$ cat config.mk
export PLATFORM = sky130hd
export DESIGN_NAME = shift_sum_accum_flat
export DESIGN_NICKNAME = d
export VERILOG_FILES = /design/src/rtl/shift_sum_accum_if.sv /design/src/rtl/shift_sum_accum.sv /design/src/flat_wrapper.sv
export SDC_FILE = /design/constraint.sdc
export NUM_CORES = 1
export LEC_CHECK = 0
export CAP_MARGIN = 20
export CORE_MARGIN = 10
export CORE_UTILIZATION = 38
export CTS_CLUSTER_SIZE = 40
export DETAILED_ROUTE_END_ITERATION = 7
export GPL_TIMING_DRIVEN = 0
export PLACE_DENSITY = 0.74
export SKIP_LAST_GASP = 1
export SLEW_MARGIN = 30
export SYNTH_ARGS = -nofsm -noshare
export SYNTH_HDL_FRONTEND = slang
export SYNTH_SLANG_ARGS = --single-unit
$ cat constraint.sdc
create_clock -name clk -period 4.2 [get_ports clk]
set_input_delay 0.42 -clock clk [delete_from_list [all_inputs] [get_ports clk]]
set_output_delay 0.42 -clock clk [all_outputs]
set_load 0.02 [all_outputs]
$ cat src/rtl/shift_sum_accum_if.sv
// rtl/shift_sum_accum_if.sv - beat input, frame control and result handshake bundle
interface shift_sum_accum_if #(
   parameter int CNT_W = 8,
   parameter int ACC_W = 16
);
   logic             start;
   logic [CNT_W-1:0] frame_len;
   logic             in_valid;
   logic             in_ready;
   logic [7:0]       x;
   logic [7:0]       y;
   logic [7:0]       z;
   logic [7:0]       w;
   logic             busy;
   logic             out_valid;
   logic             out_ready;
   logic [ACC_W-1:0] sum_out;
   logic [7:0]       xor_out;
   logic [CNT_W-1:0] err_cnt;
   logic             err_flag;

   modport master (
      output start, frame_len, in_valid, x, y, z, w, out_ready,
      input  in_ready, busy, out_valid, sum_out, xor_out, err_cnt, err_flag
   );

   modport slave (
      input  start, frame_len, in_valid, x, y, z, w, out_ready,
      output in_ready, busy, out_valid, sum_out, xor_out, err_cnt, err_flag
   );
endinterface

$ cat src/rtl/shift_sum_accum.sv
// rtl/shift_sum_accum.sv - frame accumulator of sum_shift beats with invariant error count
module shift_sum_accum #(
   parameter int CNT_W = 8,
   parameter int ACC_W = 16
) (
   input logic              clk,
   input logic              rst,
   shift_sum_accum_if.slave bus
);

   typedef enum logic [1:0] {
      IDLE = 2'd0,
      RUN  = 2'd1,
      HOLD = 2'd2
   } state_t;

   state_t           state;
   logic [CNT_W-1:0] len_q;
   logic [CNT_W-1:0] beat_cnt;
   logic [ACC_W-1:0] sum_q;
   logic [7:0]       xor_q;
   logic [CNT_W-1:0] err_q;
   logic             err_flag_q;
   logic             in_ready_q;
   logic             busy_q;
   logic             out_valid_q;

   logic [9:0]       chk_sum;
   logic             beat_bad;
   logic             beat_take;
   logic [CNT_W-1:0] beat_next;

   // Invariant check: the 10-bit sum of the three operands, truncated to 8 bits, must equal w.
   always_comb begin
      chk_sum   = {2'b00, bus.x} + {2'b00, bus.y} + {2'b00, bus.z};
      beat_bad  = (bus.w != chk_sum[7:0]);
      beat_take = (state == RUN) && bus.in_valid && in_ready_q;
      beat_next = beat_cnt + CNT_W'(1);
   end

   // Frame FSM with registered handshake outputs and result accumulators.
   always_ff @(posedge clk or posedge rst) begin
      if (rst) begin
         state       <= IDLE;
         len_q       <= '0;
         beat_cnt    <= '0;
         sum_q       <= '0;
         xor_q       <= '0;
         err_q       <= '0;
         err_flag_q  <= 1'b0;
         in_ready_q  <= 1'b0;
         busy_q      <= 1'b0;
         out_valid_q <= 1'b0;
      end else begin
         case (state)
            IDLE: begin
               if (bus.start) begin
                  sum_q      <= '0;
                  xor_q      <= '0;
                  err_q      <= '0;
                  err_flag_q <= 1'b0;
                  beat_cnt   <= '0;
                  busy_q     <= 1'b1;
                  if (bus.frame_len != '0) begin
                     len_q      <= bus.frame_len;
                     in_ready_q <= 1'b1;
                     state      <= RUN;
                  end else begin
                     // Empty frame: present the all-zero result right away.
                     out_valid_q <= 1'b1;
                     state       <= HOLD;
                  end
               end
            end
            RUN: begin
               if (beat_take) begin
                  sum_q    <= sum_q + ACC_W'(bus.w);
                  xor_q    <= xor_q ^ bus.x ^ bus.y ^ bus.z;
                  beat_cnt <= beat_next;
                  if (beat_bad) begin
                     err_q      <= err_q + CNT_W'(1);
                     err_flag_q <= 1'b1;
                  end
                  if (beat_next == len_q) begin
                     in_ready_q  <= 1'b0;
                     out_valid_q <= 1'b1;
                     state       <= HOLD;
                  end
               end
            end
            HOLD: begin
               // Results stay in their registers after the handshake until the next start.
               if (bus.out_ready) begin
                  out_valid_q <= 1'b0;
                  busy_q      <= 1'b0;
                  state       <= IDLE;
               end
            end
            default: begin
               in_ready_q  <= 1'b0;
               busy_q      <= 1'b0;
               out_valid_q <= 1'b0;
               state       <= IDLE;
            end
         endcase
      end
   end

   assign bus.in_ready  = in_ready_q;
   assign bus.busy      = busy_q;
   assign bus.out_valid = out_valid_q;
   assign bus.sum_out   = sum_q;
   assign bus.xor_out   = xor_q;
   assign bus.err_cnt   = err_q;
   assign bus.err_flag  = err_flag_q;

endmodule

$ cat src/flat_wrapper.sv
// flat-port wrapper written by rule: the top's interface ports become plain ports
module shift_sum_accum_flat 
#(
   parameter int CNT_W = 8,
   parameter int ACC_W = 16
)
  (clk, rst, bus_start, bus_frame_len, bus_in_valid, bus_x, bus_y, bus_z, bus_w, bus_out_ready, bus_in_ready, bus_busy, bus_out_valid, bus_sum_out, bus_xor_out, bus_err_cnt, bus_err_flag);
  shift_sum_accum_if #(.CNT_W(CNT_W), .ACC_W(ACC_W)) bus_i ();
  input logic clk;
  input logic rst;
  input wire logic [$bits(bus_i.start)-1:0] bus_start;
  input wire logic [$bits(bus_i.frame_len)-1:0] bus_frame_len;
  input wire logic [$bits(bus_i.in_valid)-1:0] bus_in_valid;
  input wire logic [$bits(bus_i.x)-1:0] bus_x;
  input wire logic [$bits(bus_i.y)-1:0] bus_y;
  input wire logic [$bits(bus_i.z)-1:0] bus_z;
  input wire logic [$bits(bus_i.w)-1:0] bus_w;
  input wire logic [$bits(bus_i.out_ready)-1:0] bus_out_ready;
  output wire logic [$bits(bus_i.in_ready)-1:0] bus_in_ready;
  output wire logic [$bits(bus_i.busy)-1:0] bus_busy;
  output wire logic [$bits(bus_i.out_valid)-1:0] bus_out_valid;
  output wire logic [$bits(bus_i.sum_out)-1:0] bus_sum_out;
  output wire logic [$bits(bus_i.xor_out)-1:0] bus_xor_out;
  output wire logic [$bits(bus_i.err_cnt)-1:0] bus_err_cnt;
  output wire logic [$bits(bus_i.err_flag)-1:0] bus_err_flag;
  assign bus_i.start = bus_start;
  assign bus_i.frame_len = bus_frame_len;
  assign bus_i.in_valid = bus_in_valid;
  assign bus_i.x = bus_x;
  assign bus_i.y = bus_y;
  assign bus_i.z = bus_z;
  assign bus_i.w = bus_w;
  assign bus_i.out_ready = bus_out_ready;
  assign bus_in_ready = bus_i.in_ready;
  assign bus_busy = bus_i.busy;
  assign bus_out_valid = bus_i.out_valid;
  assign bus_sum_out = bus_i.sum_out;
  assign bus_xor_out = bus_i.xor_out;
  assign bus_err_cnt = bus_i.err_cnt;
  assign bus_err_flag = bus_i.err_flag;
  shift_sum_accum #(.CNT_W(CNT_W), .ACC_W(ACC_W)) u_core (.clk(clk), .rst(rst), .bus(bus_i));
endmodule
### Yosys cells after proc, flatten, opt, wreduce, memory -nomap -nowiden

Cells that the tools add are included.

* logic and storage cells: 77
* memories: 0
* latch bits: 0
* register bits after elaboration: 54
* bits in writable memories: 0
* bits of input ports: 45
* memory bits (read-only): 0

* muxes and demuxes: 34
* $mul: 0
* div/mod/pow operators: 0
* add/subtract/negate cells: 5
* reduce and logical (&&, ||, !) cells: 12
* equal/unequal tests: 11
* bitwise gates (word level): 5
* shift-type cells: 0
* magnitude comparators: 0

Operators by type and width (count)
* case mux 8 bit (2 select lines): 3
* 2-to-1 mux 8 bit: 5
* 2-to-1 mux 16 bit: 2
* case mux 16 bit (2 select lines): 1
* XOR 8 bit: 3
* adder 16 x 8 -> 16 bit: 1
* adder 8 x 1 -> 8 bit (second input constant): 2
* adder 8 bit: 2
* 2-to-1 mux 1 bit: 13
* 2-to-1 mux 2 bit: 5
* AND reduction 5 bit: 2
* case mux 1 bit (3 select lines): 3
* AND reduction 3 bit: 3
* equality test 8 bit: 1
* != test 2 bit (second input constant): 4
* != test 8 bit: 1
* AND reduction 4 bit: 2
* nonzero test 8 bit: 1
* != test 2 x 1 -> 1 bit (second input constant): 3
* case mux 2 bit (3 select lines): 1
* equality test 2 x 1 -> 1 bit (second input constant): 1
* equality test 2 bit (second input constant): 1
* logical AND 1 bit: 2
* zero test 2 bit: 1
* other kinds (3): 4

### Depth between registers and ports, before layout

Gate-level depths: netlist (run 1).

* depth after elaboration: 6
* gate-level depth with buffers: 13

### Worst setup path before layout (run 1)

OpenSTA, ideal clock, no wires.

* path type: input port to flip-flop
* from: in bus_z[1]
* to: reg u_core.err_q[5] (netlist: u_core.bus.err_cnt[5])
* buffers on the path: 1
* arrival: 2.794 ns
* slack: 1.303 ns
* stages: 11
* cells stage by stage: fa_1 ha_1 fa_1 nand3_1 nand2_1 a31oi_1 xnor2_1 a31o_1 or2_0 clkbuf_1 o41ai_2

* word-level cells in the longest chain between the ends: 4

Ends and longest elaborated chain
* start, declared: line flat_wrapper.sv:16 `input wire logic [$bits(bus_i.z)-1:0] bus_z;`
* adder 8 bit: line shift_sum_accum.sv:35 `chk_sum = {2'b00, bus.x} + {2'b00, bus.y} + {2'b00, bus.z};`
* != test 8 bit: line shift_sum_accum.sv:36 `beat_bad = (bus.w != chk_sum[7:0]);`
* != test 2 x 1 -> 1 bit (no line)
* AND reduction 4 bit (no line)
* end signal, assigned: line shift_sum_accum.sv:81 `err_q <= err_q + CNT_W'(1);`
* end, declared: line shift_sum_accum.sv:22 `logic [CNT_W-1:0] err_q;`

Every way passes these cells.
A chain may end at the register's enable or synchronous reset.

### Worst setup path after layout (run 1)

* from: in bus_y[1]
* to: reg u_core.err_q[5] (netlist: u_core.bus.err_cnt[5])

* word-level cells in the longest chain between the ends: 5

Ends and longest elaborated chain
* start, declared: line flat_wrapper.sv:15 `input wire logic [$bits(bus_i.y)-1:0] bus_y;`
* adder 8 bit (2 in a row): line shift_sum_accum.sv:35
* != test 8 bit: line shift_sum_accum.sv:36
* != test 2 x 1 -> 1 bit (no line)
* AND reduction 4 bit (no line)

Every way passes these cells.

==> flow_summary.toml, run 1 <==
[synthesis]
synthArstFlopShare_pct = 100
synth_edf_count = 0
ys_seq_area_share_pct = 38.6
syn_area_per_cell_um2 = 9.30
synth_area_leaders = "dfrtp_1 39%, xnor2_1 10%, o21ai_0 5.9%"
synth_top_area_share_pct = 38.6
ys_types = 48
ys_seq_elements = 54
synth_fp_nets = 446
synthesis.area_um2 = 3500
synth_cells = 376
yosys_warnings = 0
synth-main-ff-cell = "dfrtp_1"
synth_top_cell_by_area = "dfrtp_1"

[clock_network]
root_buffer = "clkbuf_8"
cts_hold_buf = 0
path_clk_slew_ns = 0.10
post_cts_buffers = 0
clk_latency_ns = 0.30
cts_buffer_depth = 2
cts_resized = 0
htreeDepth = 2
clock-sinks = 54
cts_tree = "done"
cts_buffers = 5

[power_and_ir_drop]
clkPwrFrac_pct = 14.0
ir_drop_uv = 213
cellInternalPower_mw = 1.36
leakage_nw = 1.92
p_per_area_nw_per_um2 = 505
p_comb_share_pct = 51.0
p_seq_share_pct = 35.0
switchingPower_mw = 0.942
swShare_pct = 40.9

[worst_setup_path]
r2r-end = "u_core.bus.sum_out[10]$_DFFE_PP0P_"
critPathSlowestCell = "clkdlybuf4s50_1"
end_kind = "flip-flop"
path_cells = "clkdlybuf4s50_1 -> fa_1 -> ha_1 -> fa_1 -> xnor2_1 -> nand4_1 -> nor4_1 -> a31o_1 -> clkbuf_1 -> o21ai_0 -> o41ai_2"
r2r_cells = 9
cp.arrival_ns = 3.62
worstSetupPathType = "in2reg"
r2r_start = "u_core.bus.sum_out[0]$_DFFE_PP0P_"
rrSetupSlack_ns = 1.23
required_ns = 4.41
cp_slowest_stage_delay_ns = 0.53
critPathMaxFanout = 10
crit_top_cell = "fa_1"
setup.worst_path.start_class = "primary input"

[drt]
drc = 0
vias = 3015
viasPerCell = 5.26
routed-wl-met2_um = 4600
ant_nets = 0
routedWlPerCell_um = 15.5
drt-met1-wl_um = 3880
dr.pass1.iters = 4
drt_wl_total_um = 8900
dr.max_layer_used = "met4"
drt_iter0_markers = 107
wl_met3_um = 360

[cells_and_area]
nets = 534
syn_to_final_growth_pct = 30.4
layout_commonest_cell = "clkdlybuf4s50_1"
antenna-diode-count = 0
final_cell_mix = "80 x clkdlybuf4s50_1, 54 x dfrtp_1, 50 x nand2_1, 41 x xnor2_1, 41 x o21ai_0"
drive_gt1_share_pct = 5.59

[die]
num_rows = 34
initial_core_util_pct = 39.5
die_y_um = 116
die-area_um2 = 13400
core_um2 = 8850
ios = 81
die_w_um = 116

[placed_design]
portBuffers = 80
hpwlAfterDp_um = 7240
gp_congestion = 0.834
pre_cts_slack_ns = 0.445

[sta]
final_hold_viol_count = 0
slew_viol_final = 0
skew_ns = 0.0128
fin_ws_ns = 0.789
relSlewSlack_pct = 40.6
tns_ns = 0
layout_worst_path_cycle_share_pct = 81.2
tightestPinTransition_ns = 0.868
period_needed_ns = 3.41
fmax_mhz = 293
rsz0062_at_grt = "no"
setup_viol = 0

[grt]
grt_max_degree = 29
grtUsageTotal_pct = 14.0
grt_pass1_wl_um = 15600
grt_pass1_vias = 3203
grt_overflow = 0
antenna_found_initial = 0

[outcome]
status = "finished clean"

[run]
cap_violations = 0

[min_path]
hold_class = "in2async"
-- cell type report --
class	count	area (um^2)
Timing Repair Buffer	81	821
Tap cell	108	135
Fill cell	821	4290
Inverter	12	47.5
Buffer	13	50.0
Sequential cell	54	1350
Multi-Input combinational cell	297	2050
Clock buffer	7	96.3
Clock inverter	1	8.76
-- Yosys cell counts (2+ instances only) --
cell      instances
xor2_1            7
and3_1            4
nand2_1          50
a21oi_1          16
mux2_2            8
inv_1            11
o21ai_0          41
dfrtp_1          54
xnor2_1          41
nor3b_1           2
nand4_1           2
and4_1            2
fa_1              9
mux2i_1           3
nor2b_1           2
nand2b_1          2
nor4_1            4
o21bai_1          3
a211oi_1          2
clkbuf_1         12
ha_1             16
and2_1            2
o31ai_1           6
a31oi_1           5
o22ai_1           2
nor2_1           22
nor3_1            6
a21o_1            6
a211o_1           2
nand3_1          13
a31o_2            4
-- per-layer routing --
| metal | vias to the layer above | GRT usage [%] |
|---|---|---|
| li1 | 1489 | - |
| met1 | 1468 | 17.4 |
| met2 | 52 | 24.6 |
| met3 | 6 | 2.84 |
| met4 | 0 | 3.00 |
| met5 | - | 0 |
-- critical path: cells and delay by family --
kind                     cells  cell delay (ns)
AO/OA/AOI/OAI                3             0.54
AND/OR/NAND/NOR              2             0.44
buffers and inverters        2             0.88
adder cells (fa/ha/maj)      3             1.21
XOR/XNOR                     1             0.12
-- state kept, by name (all words and copies together), names as in the netlist --
register	cells
u_core.bus.err_cnt	8
u_core.len_q	8
u_core.bus.busy	1
u_core.bus.out_valid	1
u_core.state	2
u_core.bus.in_ready	1
u_core.bus.sum_out	16
u_core.beat_cnt	8
u_core.bus.xor_out	8
u_core.bus.err_flag	1
-- power groups by stage --
stage | sequential (mW) | clock (mW) | combinational [mW]
after floorplan | 0.899 | 0 | 0.654
after global placement | 0.814 | 0 | 1.15
after detailed placement | 0.818 | 0 | 1.18
after CTS | 0.809 | 0.332 | 1.19
after global routing | 0.835 | 0.352 | 1.33
final | 0.807 | 0.322 | 1.17
-- worst max-delay path by stage --
stage | from | end | slack, ns | cells past startpoint
after floorplan | bus_z[1] | u_core.bus.err_cnt[5]$_DFFE_PP0P_ | 1.30 | 11
after global placement | bus_z[1] | u_core.bus.err_cnt[5]$_DFFE_PP0P_ | 0.50 | 11
after detailed placement | bus_z[0] | u_core.bus.err_cnt[5]$_DFFE_PP0P_ | 0.44 | 13
after CTS | bus_y[1] | u_core.bus.err_cnt[5]$_DFFE_PP0P_ | 0.77 | 11
after global routing | bus_z[0] | u_core.bus.err_cnt[5]$_DFFE_PP0P_ | 0.57 | 13
final | bus_y[1] | u_core.bus.err_cnt[5]$_DFFE_PP0P_ | 0.79 | 11
-- cells by family after synthesis --
logic type | Yosys count | share of synthesized area [%]
DFF | 54 | 38.6
and+or+nand+nor | 118 | 15.7
AOI/OAI and AO/OA | 95 | 16.7
adders and majority gates | 25 | 10.9
xor gates and xnor gates | 48 | 12.0
muxes | 11 | 3.43
buffers and inverters | 25 | 2.72
-- metrics by stage --
stage                     power, mW  cells  hold slack [ns]  instance area, um^2  util, %
final                          2.30    573            0.434                 4560     51.6
after global routing           2.51    573            0.449                 4560     51.6
after CTS                      2.33    573            0.449                 4560     51.6
after detailed placement       2.00    565            0.464                 4460     50.4
after global placement         1.96    564            0.464                 4430     50.1
after floorplan                1.55    376            0.477                 3500        -
(Power assumes the default switching activity.)
==> run 2, diff against run 1 <==
--- a/config.mk
+++ b/config.mk
@@ -11,7 +11,7 @@
 export CTS_CLUSTER_SIZE = 40
 export DETAILED_ROUTE_END_ITERATION = 7
 export GPL_TIMING_DRIVEN = 0
-export PLACE_DENSITY = 0.74
+export PLACE_DENSITY = 0.77
 export SKIP_LAST_GASP = 1
 export SLEW_MARGIN = 30
 export SYNTH_ARGS = -nofsm -noshare
==> constraint.sdc (replaced) <==
create_clock -name clk -period 3.1 [get_ports clk]
set_input_delay 0.31 -clock clk [delete_from_list [all_inputs] [get_ports clk]]
set_output_delay 0.31 -clock clk [all_outputs]
set_load 0.02 [all_outputs]
==> run 2 against run 1 <==
Net effect:
- worst setup slack got worse by 0.71 ns
- power rose by 39%
- global-route usage is 0.35 points higher
- non-clock buffer count stayed put
- first-iteration DRC count up 18%
- clock skew rose by 0.0017 ns
- sequential share of layout area down 0.39 points
- final cell count shrank 0.17%
- register-to-register slack worse by 1.0 ns
- sequential power increased by 36%
- routed wire length increased by 4.1%
- critical path type unchanged
- highest routed layer unchanged
==> flow_summary.toml, run 2 (synthesis results as in run 1) <==
[outcome]
status = "finished clean"

[die]
die-area_um2 = 13400
initial_core_util_pct = 39.5
num_rows = 34
ios = 81
core_um2 = 8850
die_y_um = 116
die_w_um = 116

[worst_setup_path]
critPathMaxFanout = 6
crit_buf_inv = 2
critPathSlowestCell = "clkdlybuf4s50_1"
path_cells = "clkdlybuf4s50_1 -> fa_1 -> ha_1 -> a21oi_1 -> nand2_1 -> xnor2_2 -> nor4_2 -> a31o_1 -> or2_0 -> buf_4 -> o41ai_2"
end_kind = "flip-flop"
required_ns = 3.32
setup.worst_path.start_class = "primary input"
cp.arrival_ns = 3.25
worstSetupPathType = "in2reg"
cp_slowest_stage_delay_ns = 0.54
crit_family = "adder cells"

[power_and_ir_drop]
p_comb_share_pct = 50.8
switchingPower_mw = 1.31
cellInternalPower_mw = 1.90
ir_drop_uv = 295
power_mw = 3.21
swShare_pct = 40.7
clkPwrFrac_pct = 14.9
p_seq_share_pct = 34.3
leakage_nw = 1.96
p_per_area_nw_per_um2 = 694

[clock_network]
root_buffer = "clkbuf_8"
clock-sinks = 54
cts_buffers = 5
post_cts_buffers = 0
cts_tree = "done"
cts_hold_buf = 0
clk_latency_ns = 0.31
path_clk_slew_ns = 0.10
cts_buffer_depth = 2
htreeDepth = 2

[grt]
grt_pass1_wl_um = 15700
grtUsageTotal_pct = 14.4
grt_overflow = 0
grt_pass1_vias = 3229
grt_max_degree = 32
antenna_found_initial = 0

[sta]
skew_ns = 0.0145
layout_worst_path_cycle_share_pct = 97.6
setup_viol = 0
relSlewSlack_pct = 46.8
hold_slack_ns = 0.307
period_needed_ns = 3.02
slew_viol_final = 0
fmax_mhz = 331
tightestPinTransition_ns = 0.796
final_hold_viol_count = 0

[run]
cap_violations = 0

[drt]
vias = 3054
drc = 0
drt_iter0_markers = 126
drt_wl_total_um = 9260
viasPerCell = 5.34
ant_nets = 0
routedWlPerCell_um = 16.2
dr.pass1.iters = 4

[cells_and_area]
syn_to_final_growth_pct = 32.2
antenna-diode-count = 0
drive_gt1_share_pct = 7.33
nets = 534
final_cell_mix = "77 x clkdlybuf4s50_1, 54 x dfrtp_1, 50 x nand2_1, 41 x o21ai_0, 39 x xnor2_1"
layout_commonest_cell = "clkdlybuf4s50_1"
largest_register_ffs = 16

[placed_design]
gp_congestion = 0.810
hpwlAfterDp_um = 7380
portBuffers = 80

[min_path]
hold_class = "in2async"
## run 2: cell type report
class / count / area (um^2)
flip-flops and latches: 54 / 1350
clock buffers: 5 / 68.8
plain buffers: 13 / 57.6
repair buffers: 81 / 828
fillers: 817 / 4230
multi-input cells: 297 / 2100
well taps: 108 / 135
inverters: 12 / 47.5
clock inverters: 2 / 38.8
## run 2: metrics by stage
step	TNS [ns]	instance area, um^2	setup slack [ns]	cells	utilization [%]
2_1_floorplan	0	3500	0.313	376	-
3_3_place_gp	-4.39	4430	-0.477	564	50.1
3_5_place_dp	-5.19	4460	-0.512	565	50.4
4_1_cts	0	4580	0.0424	572	51.7
5_1_grt	-0.0579	4620	-0.0482	572	52.2
6_report	0	4620	0.0752	572	52.2
## run 2: repair_timing
action                     in CTS  in global routing
gates resized for setup         5                 12
setup endpoints to repair       9                  7
pin swaps                       3                  3
## run 2: worst reg2reg max path: stages (launching register included)
cell       delay (ns)
dfrtp_1          0.42
ha_1             0.24
fa_1             0.41
a21o_1           0.17
a21oi_1          0.21
o21bai_1         0.12
a2111oi_1        0.77
nor3_1           0.17
nand3_1          0.14
mux2i_1          0.18
## run 2: per-layer routing
metal  GRT usage [%]  share of wire (%)
met5               0                  0
met4            3.92                1.5
met3            3.46                4.9
met2            25.2                 51
met1            17.2                 43
## run 2: power groups by stage
stage               Clock [mW]  Combinational (mW)  Sequential, mW
finish                   0.478                1.63            1.10
global route             0.515                1.82            1.14
CTS                      0.487                1.62            1.10
detailed placement           0                1.60            1.11
global placement             0                1.55            1.10
floorplan                    0               0.886            1.22
## run 2: path summary, 6_finish.rpt
| check | slack [ns] | start | cells after the start | endpoint |
|---|---|---|---|---|
| max in group asynchronous | 2.31 | rst | 3 | u_core.bus.xor_out[1]$_DFFE_PP0P_ |
| worst min register to register | 0.49 | u_core.bus.err_flag$_DFFE_PP0P_ | 2 | u_core.bus.err_flag$_DFFE_PP0P_ |
| worst max register to register | 0.20 | u_core.bus.sum_out[0]$_DFFE_PP0P_ | 9 | u_core.bus.sum_out[10]$_DFFE_PP0P_ |
| worst max-delay path | 0.08 | bus_y[4] | 11 | u_core.bus.err_cnt[5]$_DFFE_PP0P_ |
| min in group clk | 0.45 | bus_x[1] | 4 | u_core.bus.xor_out[1]$_DFFE_PP0P_ |
| worst min-delay path | 0.31 | rst | 2 | u_core.bus.err_cnt[0]$_DFFE_PP0P_ |
